### src/rtl/rm_violation_reporter_if.sv
// Report stream carrying the violation record at the head of the reporter FIFO
// to the CSR/trace consumer.
interface rm_violation_reporter_if #(
  parameter int LANE_W   = 3,
  parameter int RULE_W   = 4,
  parameter int TS_WIDTH = 16
);
  logic                report_valid_o;
  logic                report_ready_i;
  logic [LANE_W-1:0]   report_lane_o;
  logic [RULE_W-1:0]   report_rule_o;
  logic [TS_WIDTH-1:0] report_ts_o;

  modport master (output report_valid_o, report_lane_o, report_rule_o, report_ts_o,
                  input  report_ready_i);
  modport slave  (input  report_valid_o, report_lane_o, report_rule_o, report_ts_o,
                  output report_ready_i);
endinterface

### src/rtl/rm_violation_reporter.sv
// Turns rm_monitor violation-flag rising edges into timestamped records, arbitrated
// round-robin into a show-ahead FIFO, with a sticky irq and a lost-violation counter.
module rm_violation_reporter #(
  parameter int NUM_LANES  = 7,
  parameter int NUM_RULES  = 10,
  parameter int FIFO_DEPTH = 4,
  parameter int TS_WIDTH   = 16
) (
  input  logic                                clk_i,
  input  logic                                rst_ni,
  input  logic [NUM_LANES-1:0][NUM_RULES-1:0] monitor_i,
  input  logic [NUM_LANES-1:0]                lane_reset_i,
  rm_violation_reporter_if.master             rpt,
  output logic                                irq_o,
  input  logic                                irq_clear_i,
  output logic [7:0]                          overflow_cnt_o,
  output logic                                pending_o
);
  localparam int LANE_W = (NUM_LANES > 1) ? $clog2(NUM_LANES) : 1;
  localparam int RULE_W = (NUM_RULES > 1) ? $clog2(NUM_RULES) : 1;
  localparam int NIDX   = NUM_LANES * NUM_RULES;
  localparam int IDX_W  = (NIDX > 1) ? $clog2(NIDX) : 1;
  localparam int CNT_W  = $clog2(NIDX + 1);
  localparam int SUM_W  = CNT_W + 8;
  localparam int PTR_W  = $clog2(FIFO_DEPTH);
  localparam int CW     = PTR_W + 1;

  typedef struct packed {
    logic [LANE_W-1:0]   lane;
    logic [RULE_W-1:0]   rule;
    logic [TS_WIDTH-1:0] ts;
  } rec_t;

  typedef struct packed {
    logic [IDX_W-1:0]  idx;
    logic [LANE_W-1:0] lane;
    logic [RULE_W-1:0] rule;
  } sel_t;

  logic [NUM_LANES-1:0][NUM_RULES-1:0] w_pend, w_lost;
  logic [IDX_W-1:0]    r_rr;
  logic [TS_WIDTH-1:0] r_ts;
  rec_t                r_mem [FIFO_DEPTH];
  logic [PTR_W-1:0]    r_wr, r_rd;
  logic [CW-1:0]       r_cnt;
  logic                r_irq;
  logic [7:0]          r_ovf;

  logic                w_full, w_gnt, w_push, w_pop;
  logic                w_hi_any, w_lo_any;
  sel_t                w_hi, w_lo, w_sel;
  logic [CNT_W-1:0]    w_lost_cnt;
  logic [SUM_W-1:0]    w_ovf_sum;

  // Per-lane edge detect and pending bookkeeping.
  for (genvar g = 0; g < NUM_LANES; g++) begin : g_lane
    logic [NUM_RULES-1:0] r_prev, r_pend, w_hit, w_rise;

    always_comb begin
      w_hit = '0;
      for (int r = 0; r < NUM_RULES; r++)
        w_hit[r] = w_gnt && (w_sel.lane == LANE_W'(g)) && (w_sel.rule == RULE_W'(r));
    end

    assign w_rise    = monitor_i[g] & ~r_prev;
    // A rise landing on the grant cycle re-arms the bit instead of being lost.
    assign w_lost[g] = {NUM_RULES{~lane_reset_i[g]}} & ~w_hit & w_rise & r_pend;
    assign w_pend[g] = r_pend;

    always_ff @(posedge clk_i or negedge rst_ni) begin
      if (!rst_ni) begin
        r_prev <= '0;
        r_pend <= '0;
      end else if (lane_reset_i[g]) begin
        r_prev <= '0;
        r_pend <= '0;
      end else begin
        r_prev <= monitor_i[g];
        r_pend <= (r_pend & ~w_hit) | w_rise;
      end
    end
  end

  // Round-robin: lowest pending idx at/above r_rr, else lowest pending overall.
  always_comb begin
    w_hi_any = 1'b0;
    w_lo_any = 1'b0;
    w_hi     = '0;
    w_lo     = '0;
    for (int l = NUM_LANES - 1; l >= 0; l--) begin
      for (int r = NUM_RULES - 1; r >= 0; r--) begin
        if (w_pend[l][r]) begin
          w_lo_any = 1'b1;
          w_lo     = '{idx: IDX_W'(l * NUM_RULES + r), lane: LANE_W'(l), rule: RULE_W'(r)};
          if (IDX_W'(l * NUM_RULES + r) >= r_rr) begin
            w_hi_any = 1'b1;
            w_hi     = '{idx: IDX_W'(l * NUM_RULES + r), lane: LANE_W'(l), rule: RULE_W'(r)};
          end
        end
      end
    end
  end

  assign w_sel  = w_hi_any ? w_hi : w_lo;
  assign w_full = (r_cnt == CW'(FIFO_DEPTH));
  assign w_gnt  = !w_full && w_lo_any;
  assign w_push = w_gnt;
  assign w_pop  = rpt.report_valid_o && rpt.report_ready_i;

  always_comb begin
    w_lost_cnt = '0;
    for (int l = 0; l < NUM_LANES; l++)
      for (int r = 0; r < NUM_RULES; r++)
        w_lost_cnt = w_lost_cnt + CNT_W'(w_lost[l][r]);
  end

  assign w_ovf_sum = {{CNT_W{1'b0}}, r_ovf} + SUM_W'(w_lost_cnt);

  always_ff @(posedge clk_i or negedge rst_ni) begin
    if (!rst_ni) begin
      r_rr  <= '0;
      r_ts  <= '0;
      r_wr  <= '0;
      r_rd  <= '0;
      r_cnt <= '0;
      r_irq <= 1'b0;
      r_ovf <= '0;
      for (int i = 0; i < FIFO_DEPTH; i++) r_mem[i] <= '0;
    end else begin
      r_ts <= r_ts + TS_WIDTH'(1);
      if (w_gnt)
        r_rr <= (w_sel.idx == IDX_W'(NIDX - 1)) ? '0 : w_sel.idx + IDX_W'(1);
      if (w_push) begin
        r_mem[r_wr] <= '{lane: w_sel.lane, rule: w_sel.rule, ts: r_ts};
        r_wr        <= r_wr + PTR_W'(1);
      end
      if (w_pop) r_rd <= r_rd + PTR_W'(1);
      if (w_push != w_pop) r_cnt <= w_push ? r_cnt + CW'(1) : r_cnt - CW'(1);
      if (w_push)           r_irq <= 1'b1;
      else if (irq_clear_i) r_irq <= 1'b0;
      r_ovf <= (w_ovf_sum > SUM_W'(255)) ? 8'hFF : w_ovf_sum[7:0];
    end
  end

  assign rpt.report_valid_o = (r_cnt != '0);
  assign rpt.report_lane_o  = r_mem[r_rd].lane;
  assign rpt.report_rule_o  = r_mem[r_rd].rule;
  assign rpt.report_ts_o    = r_mem[r_rd].ts;
  assign irq_o              = r_irq;
  assign overflow_cnt_o     = r_ovf;
  assign pending_o          = |w_pend;
endmodule

### src/flat_wrapper.sv
// flat-port wrapper written by rule: the top's interface ports become plain ports
module rm_violation_reporter_flat 
#(
  parameter int NUM_LANES  = 7,
  parameter int NUM_RULES  = 10,
  parameter int FIFO_DEPTH = 4,
  parameter int TS_WIDTH   = 16
)
  (clk_i, rst_ni, monitor_i, lane_reset_i, irq_o, irq_clear_i, overflow_cnt_o, pending_o, rpt_report_valid_o, rpt_report_lane_o, rpt_report_rule_o, rpt_report_ts_o, rpt_report_ready_i);
  rm_violation_reporter_if #(.LANE_W(3), .RULE_W(4), .TS_WIDTH(TS_WIDTH)) rpt_i ();
  input  logic clk_i;
  input  logic rst_ni;
  input  logic [NUM_LANES-1:0][NUM_RULES-1:0] monitor_i;
  input  logic [NUM_LANES-1:0] lane_reset_i;
  output logic irq_o;
  input  logic irq_clear_i;
  output logic [7:0] overflow_cnt_o;
  output logic pending_o;
  output wire logic [$bits(rpt_i.report_valid_o)-1:0] rpt_report_valid_o;
  output wire logic [$bits(rpt_i.report_lane_o)-1:0] rpt_report_lane_o;
  output wire logic [$bits(rpt_i.report_rule_o)-1:0] rpt_report_rule_o;
  output wire logic [$bits(rpt_i.report_ts_o)-1:0] rpt_report_ts_o;
  input wire logic [$bits(rpt_i.report_ready_i)-1:0] rpt_report_ready_i;
  assign rpt_report_valid_o = rpt_i.report_valid_o;
  assign rpt_report_lane_o = rpt_i.report_lane_o;
  assign rpt_report_rule_o = rpt_i.report_rule_o;
  assign rpt_report_ts_o = rpt_i.report_ts_o;
  assign rpt_i.report_ready_i = rpt_report_ready_i;
  rm_violation_reporter #(.NUM_LANES(NUM_LANES), .NUM_RULES(NUM_RULES), .FIFO_DEPTH(FIFO_DEPTH), .TS_WIDTH(TS_WIDTH)) u_core (.clk_i(clk_i), .rst_ni(rst_ni), .monitor_i(monitor_i), .lane_reset_i(lane_reset_i), .rpt(rpt_i), .irq_o(irq_o), .irq_clear_i(irq_clear_i), .overflow_cnt_o(overflow_cnt_o), .pending_o(pending_o));
endmodule
### config.mk
export PLATFORM = sky130hd
export DESIGN_NAME = rm_violation_reporter_flat
export DESIGN_NICKNAME = d
export VERILOG_FILES = /design/src/rtl/rm_violation_reporter_if.sv /design/src/rtl/rm_violation_reporter.sv /design/src/flat_wrapper.sv
export SDC_FILE = /design/constraint.sdc
export NUM_CORES = 1
export LEC_CHECK = 0
export CAP_MARGIN = 20
export CORE_AREA = 2 2 203 185
export CTS_BUF_LIST = sky130_fd_sc_hd__clkbuf_4 sky130_fd_sc_hd__clkbuf_8
export DETAILED_ROUTE_END_ITERATION = 7
export DIE_AREA = 0 0 205 187
export PLACE_DENSITY = 0.69
export SYNTH_ARGS = -nofsm -noshare
export SYNTH_HDL_FRONTEND = slang
export SYNTH_SLANG_ARGS = --single-unit
### constraint.sdc
create_clock -name clk_i -period 23.5 [get_ports clk_i]
set_clock_uncertainty 0.15 [all_clocks]
set_input_delay 5.875 -clock clk_i [delete_from_list [all_inputs] [get_ports clk_i]]
set_output_delay 5.875 -clock clk_i [all_outputs]
set_load 0.1 [all_outputs]
Word level (Yosys, flattened, before mapping)
Index checks and enable logic that the tools add are counted.
Widths: inputs -> output; s select.
{ "word_totals": {"regBits": 271, "out_inout_bits": 34} }
{ "op_classes": {"addsub": 76, "magnitude_cmp": 74, "eq_ne": 18, "n_mux": 446, "bitwise": 65, "reduce_logical": 86} }
{ "ops": {"columns": ["operator", "count"], "rows": [
  ["$mux 14", 211],
  ["$add 7x1->7", 68],
  ["$and 10x10->10", 35],
  ["$ge 6x7->1 const A", 32],
  ["$mux 1", 212],
  ["$mux 10", 14],
  ["$not 10->10", 14],
  ["$ge 5x7->1 const A", 16],
  ["$bwmux 92", 1],
  ["$logic_and 1x1->1", 80],
  ["$or 10x10->10", 7],
  ["$reduce_or 70->1", 1],
  ["$mux 23", 3],
  ["$ge 4x7->1 const A", 8],
  ["$bmux 23 s2", 1],
  ["$demux 23 s2", 1],
  ["$ge 7x7->1 const A", 6],
  ["$ge 3x7->1 const A", 4],
  ["$add 16x1->16 const B", 1],
  ["$eq 4x3->1 const B", 4],
  ["$gt 15x8->1 const B", 1],
  ["$ge 1x7->1 const A", 2],
  ["$ge 2x7->1 const A", 2],
  ["$eq 3x3->1 const B", 4],
  ["25 further kinds", 37]
]} }

Longest topological paths before layout
Gate-level depths: netlist of run 1.
{ "logic_depth": {"word_depth": 221, "ltp_mapped": 45, "mapped_depth_nobuf": 39} }

Worst setup path before layout of run 1
No wires, ideal clock.
{ "synth_timing": {"path_kind": "in2reg", "start": "input lane_reset_i[0]", "end": "register u_core.r_ovf[2] (netlist: u_core.overflow_cnt_o[2])", "setup_time_ps": 137, "arrival_ps": 13298, "t_required_ps": 23213, "slack_ps": 9915, "cell_stages": 26, "path_buffers": 2, "cell_sequence": "clkbuf_1 > clkbuf_1 > nor3_1 > ha_1 > inv_1 > fa_1 > fa_1 > fa_1 > fa_1 > fa_1 > fa_1 > fa_1 > fa_1 > fa_1 > fa_1 > xnor2_1 > ha_1 > nor2b_1 > o21ai_0 > nand2_1 > and2_1 > o21ai_0 > nand2b_1 > a21o_1 > nand2_1 > o21ai_0"} }
{ "synth_between": {"elab_chain_len": 76} }
{ "synth_lines": {"columns": ["item", "line_no", "text"], "rows": [
  ["start, declared", "flat_wrapper.sv:14", "input logic [NUM_LANES-1:0] lane_reset_i;"],
  ["$not 1->1 (*)", "rm_violation_reporter.sv:67", "assign w_lost[g] = {NUM_RULES{~lane_reset_i[g]}} & ~w_hit & w_rise & r_pend;"],
  ["$and 10x10->10 (*) (3 in series)", "rm_violation_reporter.sv:67", null],
  ["$add 1x1->2", "rm_violation_reporter.sv:114", "w_lost_cnt = w_lost_cnt + CNT_W'(w_lost[l][r]);"],
  ["$add 7x1->7 (7 in series)", "rm_violation_reporter.sv:114", null],
  ["$add 7x1->7 (*) (61 in series)", "rm_violation_reporter.sv:114", null],
  ["$add 8x7->9 (*)", "rm_violation_reporter.sv:117", "assign w_ovf_sum = {{CNT_W{1'b0}}, r_ovf} + SUM_W'(w_lost_cnt);"],
  ["$gt 15x8->1", "rm_violation_reporter.sv:141", "r_ovf <= (w_ovf_sum > SUM_W'(255)) ? 8'hFF : w_ovf_sum[7:0];"],
  ["$mux 8 (*)", "rm_violation_reporter.sv:141", null],
  ["end signal, assigned", "rm_violation_reporter.sv:141", null],
  ["end, declared", "rm_violation_reporter.sv:47", "logic [7:0] r_ovf;"]
]} }
Mark *: on every way between the ends. The rest lies on a longest branch, timed or not.
A chain may end at the register's enable or synchronous reset.

Worst setup path in the final report of run 1
Same ends and word-level chain as after synthesis.

==> impl_metrics.py, run 1 <==
metrics = {
    "run_status": {
        "status": "complete, no violations",
    },
    "floorplanning": {
        "start_util_pct": 49.2,
        "core-area_um2": 36600,
        "die_h_um": 187,
        "die_area_um2": 38300,
        "die_w_um": 205,
        "io_pins": 115,
        "rows": 67,
    },
    "logic_synthesis": {
        "ys_ff_latch": 271,
        "syn_inst": 1874,
        "ys.flop_type": "dfrtp_1",
        "synth_edf_count": 0,
        "syn-mean-instance-area_um2": 9.60,
        "yosys_warnings": 0,
        "synth_fp_nets": 2046,
        "synth_cell_types": 92,
        "async_flop_share_pct": 100,
        "synth_area_um2": 18000,
        "yosysSeqAreaShare_pct": 37.7,
    },
    "route": {
        "ant_nets": 0,
        "first_iter_violations": 1779,
        "dr.pass1.iters": 5,
        "viasPerCell": 6.40,
        "wirelength_um": 60400,
        "avgRoutedWirePerCell_um": 24.4,
        "drc": 0,
        "via_count": 15803,
    },
    "timing": {
        "setup_viol": 0,
        "max_freq_ghz": 0.0705,
        "min_period_over_period_pct": 60.4,
        "tightestPinTransition_ns": 1.10,
        "setup_slack_ns": 9.31,
        "finalCriticalPeriod_ns": 14.19,
        "hold_violations": 0,
        "grt_setup_unrepaired": "false",
        "slew_headroom_pct": 26.9,
        "fin_setup_tns_ns": 0,
        "drv_slew": 0,
    },
    "power": {
        "power_frac_seq_pct": 24.2,
        "intPower_mw": 1.24,
        "power_frac_comb_pct": 58.6,
        "leakage_nw": 8.58,
        "p_sw_mw": 1.32,
        "p_total_mw": 2.57,
        "vdd_ir_drop_max_mv": 0.118,
        "clockPowerShare_pct": 17.2,
        "power_density_nw_per_um2": 126,
        "p_sw_share_pct": 51.6,
    },
    "place": {
        "gp_congestion": 1.03,
        "place_area_um2": 19500,
        "place_hpwl_um": 44200,
        "portBuffers": 114,
        "dp_slack_ns": 8.77,
        "dp.cells": 2389,
    },
    "cells_and_area": {
        "final_area_um2": 20400,
        "fill_cells": 3228,
        "drive_gt1_share_pct": 12.7,
        "stdcell_count": 2471,
        "final_nets": 2127,
        "syn_to_final_growth_pct": 13.6,
        "n_antenna_cell": 0,
    },
    "clock_tree": {
        "cts_root_buffer": "clkbuf_8",
        "cts_sinks": 271,
        "holdBufCountCts": 0,
        "cts-resized-gates": 0,
        "clock_path_buffers": 3,
        "cts.clk_slew.worst_paths_ns": 0.06,
        "cts_buffers": 45,
        "h-tree-depth": 2,
        "cts_tree": "done",
        "clk_latency_ns": 0.64,
        "postCtsSetupBuffers": 0,
    },
    "hold_path": {
        "min_path_type": "flip-flop to flip-flop",
    },
    "worst_setup_path": {
        "reg2reg_slack_ns": 10.45,
        "crit_top_cell": "fa_1",
        "critPathMaxFanout": 29,
        "slowest_stage": "clkdlybuf4s50_1",
        "worst_ep_required_time_ns": 23.83,
        "cp-end-kind": "flip-flop",
        "max_stage_delay_ns": 0.88,
        "cp-start-kind": "input pin",
        "arrival_ns": 14.52,
        "critical_path_class": "input pin to flip-flop",
    },
    "run": {
        "maxCapViolCount": 0,
    },
    "global_route": {
        "antenna_found_initial": 1,
        "grtUsageTotal_pct": 31.9,
        "grt_pass1_vias": 15896,
        "grt_overflow": 0,
        "grt_max_degree": 118,
        "grt_pass1_wl_um": 93800,
    },
}
==> metrics by stage <==
| step | hold slack (ns) | util, % |
|---|---|---|
| floorplan | 0.295 | - |
| global placement | 0.307 | 53.3 |
| detailed placement | 0.315 | 53.3 |
| CTS | 0.329 | 55.8 |
| global route | 0.346 | 55.9 |
| finish | 0.327 | 55.9 |
==> placed cells by master (no fill, tap or decap), types with 27 or more instances in the layout <==
cell type          n
fa_1              62
nand2_1          110
buf_4             28
clkbuf_8          52
nor3_1            51
nor2b_1           90
inv_1            113
nand3_1           48
o21ai_0           97
o31ai_1           48
a21oi_1          132
nand2b_1          70
clkdlybuf4s50_1  113
mux2_2            62
ha_1              29
nor4_1            27
nor2_1            87
or3_1             32
dfrtp_1          270
==> worst max-delay path: cells and delay by family <==
kind / cells / cell delay [ns]
fa+ha+maj: 12 / 5.71
simple gates: 6 / 1.20
buf+inv: 2 / 0.96
compound gates: 4 / 0.61
xor+xnor: 1 / 0.15
==> state kept, by name, indices dropped and copies added, names as in the netlist, 2 cells and up <==
register and cells:
u_core.r_mem 92, u_core.g_lane.r_pend 70, u_core.g_lane.r_prev 70, u_core.r_ts 16, u_core.overflow_cnt_o 8, u_core.r_rr 7
u_core.r_cnt 3, u_core.r_rd 2, u_core.r_wr 2
==> Yosys cell counts (all sizes together) (7+ instances only) <==
master | n | share of area, %
or3 | 32 | 1.1
and3 | 15 | 0.52
o41ai | 24 | 1.5
ha | 29 | 2.0
a211oi | 22 | 0.97
o21a | 9 | 0.38
a31oi | 18 | 0.66
a311oi | 11 | 0.54
a21oi | 132 | 3.7
nor4 | 30 | 1.2
and2 | 13 | 0.45
a21boi | 11 | 0.46
a31o | 7 | 0.34
a32oi | 7 | 0.34
o311ai | 13 | 0.72
nand4 | 21 | 0.77
clkbuf | 63 | 1.3
o31ai | 49 | 2.1
or2 | 14 | 0.49
inv | 118 | 2.5
mux4 | 23 | 2.9
or4 | 7 | 0.29
or3b | 21 | 1.0
nor2b | 90 | 3.1
nor3 | 54 | 1.6
o21ai | 102 | 2.8
a21o | 17 | 0.71
nor2 | 88 | 1.8
mux2 | 62 | 3.9
nor3b | 14 | 0.58
xor2 | 9 | 0.44
dfrtp | 271 | 38
fa | 62 | 6.9
buf | 47 | 1.5
nand2 | 111 | 2.3
xnor2 | 18 | 0.88
o2111ai | 9 | 0.44
o211ai | 23 | 0.96
nand3b | 8 | 0.33
nand2b | 70 | 2.4
nand3 | 48 | 1.3
==> power by group through the flow <==
stage,combinational [mW],sequential (mW),clock (mW)
after global routing,1.62,0.629,0.471
after CTS,1.48,0.619,0.450
after detailed placement,1.47,0.628,0
final,1.50,0.622,0.441
after floorplan,1.02,0.643,0
after global placement,1.45,0.623,0
==> logic make-up after synthesis <==
group                      after synthesis  share of synthesized area [%]
AOI/OAI and AO/OA                      520                           19.8
xor gates and xnor gates                27                           1.31
adders and majority gates               91                           8.92
buffers and inverters                  228                           5.29
DFF                                    271                           37.7
muxes                                   86                           6.82
and+or+nand+nor                        651                           20.2
==> layout make-up <==
cell class,count,area [um^2],share of cell area [%]
Clock buffer,68,836,4.09
Clock inverter,12,108,0.526
Inverter,118,443,2.17
Multi-Input combinational cell,1375,10300,50.3
Sequential cell,271,6780,33.2
Tap cell,483,604,2.96
Timing Repair Buffer,144,1390,6.79
==> layer usage <==
metal  up-vias  track usage (%)  part of all wire, %
met5         -                0                    0
met2       740             49.8                   46
met3       181             5.30                  7.3
met4         0             13.9                  4.6
met1      7858             43.9                   42
li1       7024                -                    -
==> worst paths after layout <==
kind | cells after the start | end | start
setup / recovery | 25 | u_core.overflow_cnt_o[2] | lane_reset_i[0]
hold / removal | 2 | u_core.r_mem[65] | u_core.r_mem[65]
setup reg to reg | 33 | u_core.overflow_cnt_o[2] | u_core.r_rr[3]
hold reg to reg | 2 | u_core.r_mem[65] | u_core.r_mem[65]
max in group asynchronous | 2 | u_core.g_lane[5].r_pend[1] | rst_ni
min in group asynchronous | 1 | u_core.r_mem[41] | rst_ni
No activity file was read; power rests on OpenSTA's default activity.
==> run 2, diff against run 1 <==
Clock period 23.5 ns to 14.7 ns, I/O delays scaled along.
==> run 2 against run 1 <==
Effect of this change: count of clock-buffer cells in the layout stayed put; critical endpoint is now u_core.overflow_cnt_o[5]; cell area grew 0.86%; core utilization rose by 0.48 points; global-route usage increased by 0.26 points; flip-flop and latch count unchanged; via count rose by 1.5%; combinational power grew 55%; sequential share of layout area is 0.29 points lower; worst hold slack better by 0.00059 ns; largest power group unchanged; non-clock buffer count rose by 2; critical path depth increased by 9; setup slack got worse by 7.5 ns.
==> impl_metrics.py, run 2 (synthesis results as in run 1) <==
metrics = {
    "run_status": {
        "status": "complete, no violations",
    },
    "timing": {
        "grt_setup_unrepaired": "false",
        "tightestPinTransition_ns": 1.02,
        "max_freq_ghz": 0.0779,
        "finalCriticalPeriod_ns": 12.84,
        "hold_slack_ns": 0.328,
        "drv_slew": 0,
        "hold_violations": 0,
        "setup_viol": 0,
        "fin_setup_tns_ns": 0,
        "slew_headroom_pct": 31.8,
        "min_period_over_period_pct": 87.4,
    },
    "hold_path": {
        "min_path_type": "flip-flop to flip-flop",
        "whs_path_depth": 2,
    },
    "cells_and_area": {
        "final_common_cell": "dfrtp_1",
        "reg_top3": "u_core.r_mem: 92 flops, u_core.g_lane.r_pend: 70 flops, u_core.g_lane.r_prev: 70 flops",
        "layout_common_cells": "dfrtp_1, a21oi_1, inv_1, clkdlybuf4s50_1, nand2_1",
        "largest_reg_flops": 92,
        "largest_register": "u_core.r_mem",
        "n_antenna_cell": 0,
        "syn_to_final_growth_pct": 14.6,
        "drive_gt1_share_pct": 12.8,
        "final_nets": 2130,
    },
    "clock_tree": {
        "cts_root_buffer": "clkbuf_8",
        "cts_buffers": 46,
        "cts.clk_slew.worst_paths_ns": 0.07,
        "cts_sinks": 271,
        "cts_tree": "done",
        "h-tree-depth": 2,
        "postCtsSetupBuffers": 0,
        "clk_latency_ns": 0.63,
        "cts-resized-gates": 0,
        "clock_path_buffers": 3,
        "holdBufCountCts": 0,
    },
    "route": {
        "first_iter_violations": 1982,
        "avgRoutedWirePerCell_um": 24.6,
        "viasPerCell": 6.47,
        "ant_nets": 0,
        "dr.pass1.iters": 5,
        "wirelength_um": 60900,
        "via_count": 16033,
        "drc": 0,
    },
    "global_route": {
        "grt_max_degree": 81,
        "grtUsageMet3_pct": 6.79,
        "use_met2_pct": 49.0,
        "antenna_found_initial": 1,
        "grt_use_met1_pct": 43.8,
        "grt_overflow": 0,
        "grt_pass1_wl_um": 94500,
        "grt_pass1_vias": 15933,
        "top_usage_layer": "met2",
        "grtUsageTotal_pct": 32.2,
    },
    "worst_setup_path": {
        "slowest_stage": "dfrtp_1",
        "critical_path_class": "flip-flop to flip-flop",
        "crit_top_cell": "fa_1",
        "worst_ep_required_time_ns": 15.03,
        "rr_worst_depth": 34,
        "max_stage_delay_ns": 0.89,
        "critPathMaxFanout": 23,
        "cp-end-kind": "flip-flop",
        "arrival_ns": 13.17,
        "cp-start-kind": "flip-flop",
    },
    "floorplanning": {
        "rows": 67,
        "die_area_um2": 38300,
        "die_h_um": 187,
        "io_pins": 115,
        "start_util_pct": 49.2,
        "die_w_um": 205,
        "core-area_um2": 36600,
    },
    "run": {
        "maxCapViolCount": 0,
    },
    "place": {
        "place_hpwl_um": 45500,
        "portBuffers": 114,
        "gp_congestion": 1.01,
    },
    "power": {
        "power_density_nw_per_um2": 201,
        "vdd_ir_drop_max_mv": 0.134,
        "leakage_nw": 8.67,
    },
}
==> run 2: final timing paths <==
kind | from | end | slack [ns]
worst max-delay path | u_core.r_rr[1] | u_core.overflow_cnt_o[5] | 1.86
worst min-delay path | u_core.r_mem[16] | u_core.r_mem[16] | 0.33
worst max register to register | u_core.r_rr[1] | u_core.overflow_cnt_o[5] | 1.86
worst min register to register | u_core.r_mem[16] | u_core.r_mem[16] | 0.33
max in group asynchronous | rst_ni | u_core.r_mem[32] | 9.80
min in group asynchronous | rst_ni | u_core.g_lane[0].r_prev[5] | 2.79
==> run 2: per-layer routing <==
| layer | up-vias | wire length, um | share of wire (%) |
|---|---|---|---|
| li1 | 7034 | - | - |
| met1 | 7924 | 25100 | 41 |
| met2 | 859 | 27400 | 45 |
| met3 | 214 | 5130 | 8.4 |
| met4 | 2 | 3270 | 5.4 |
| met5 | - | 13 | 0.021 |
==> run 2: worst max-delay path, delay by kind of cell, from the launching register on <==
kind                     cells  cell delay [ns]
flip-flops                   1             0.89
AND/OR/NAND/NOR             10             2.54
XOR/XNOR                     1             0.15
buffers and inverters        3             0.64
AO/OA/AOI/OAI                9             2.97
adder cells (fa/ha/maj)     11             5.36
==> run 2: final cells by class <==
| type | instances | area, um^2 |
|---|---|---|
| clock buffer | 68 | 867 |
| sequential | 271 | 6780 |
| clock inverter | 16 | 244 |
| inverter | 118 | 443 |
| multi-input combinational | 1375 | 10300 |
| fill | 3297 | 15900 |
| timing repair buffer | 146 | 1410 |
| tap | 483 | 604 |
==> run 2: power breakdown <==
group          switching (mW)  total, mW  internal [mW]  leakage (nW)
logic                    1.60       2.32          0.715          4.61
registers               0.139       1.01          0.871          3.47
clock network           0.326      0.812          0.486         0.584
==> run 2: per-stage QoR <==
step | total power, mW | cells | util [%] | setup WS, ns | instance area (um^2)
finish | 4.14 | 2477 | 56.4 | 1.86 | 20600
global route | 4.40 | 2477 | 56.4 | 1.24 | 20600
CTS | 4.12 | 2476 | 56.3 | 2.19 | 20600
detailed placement | 3.29 | 2392 | 53.3 | 2.24 | 19500
global placement | 3.27 | 2392 | 53.3 | 2.27 | 19500
floorplan | 2.65 | 1874 | - | 3.31 | 18000
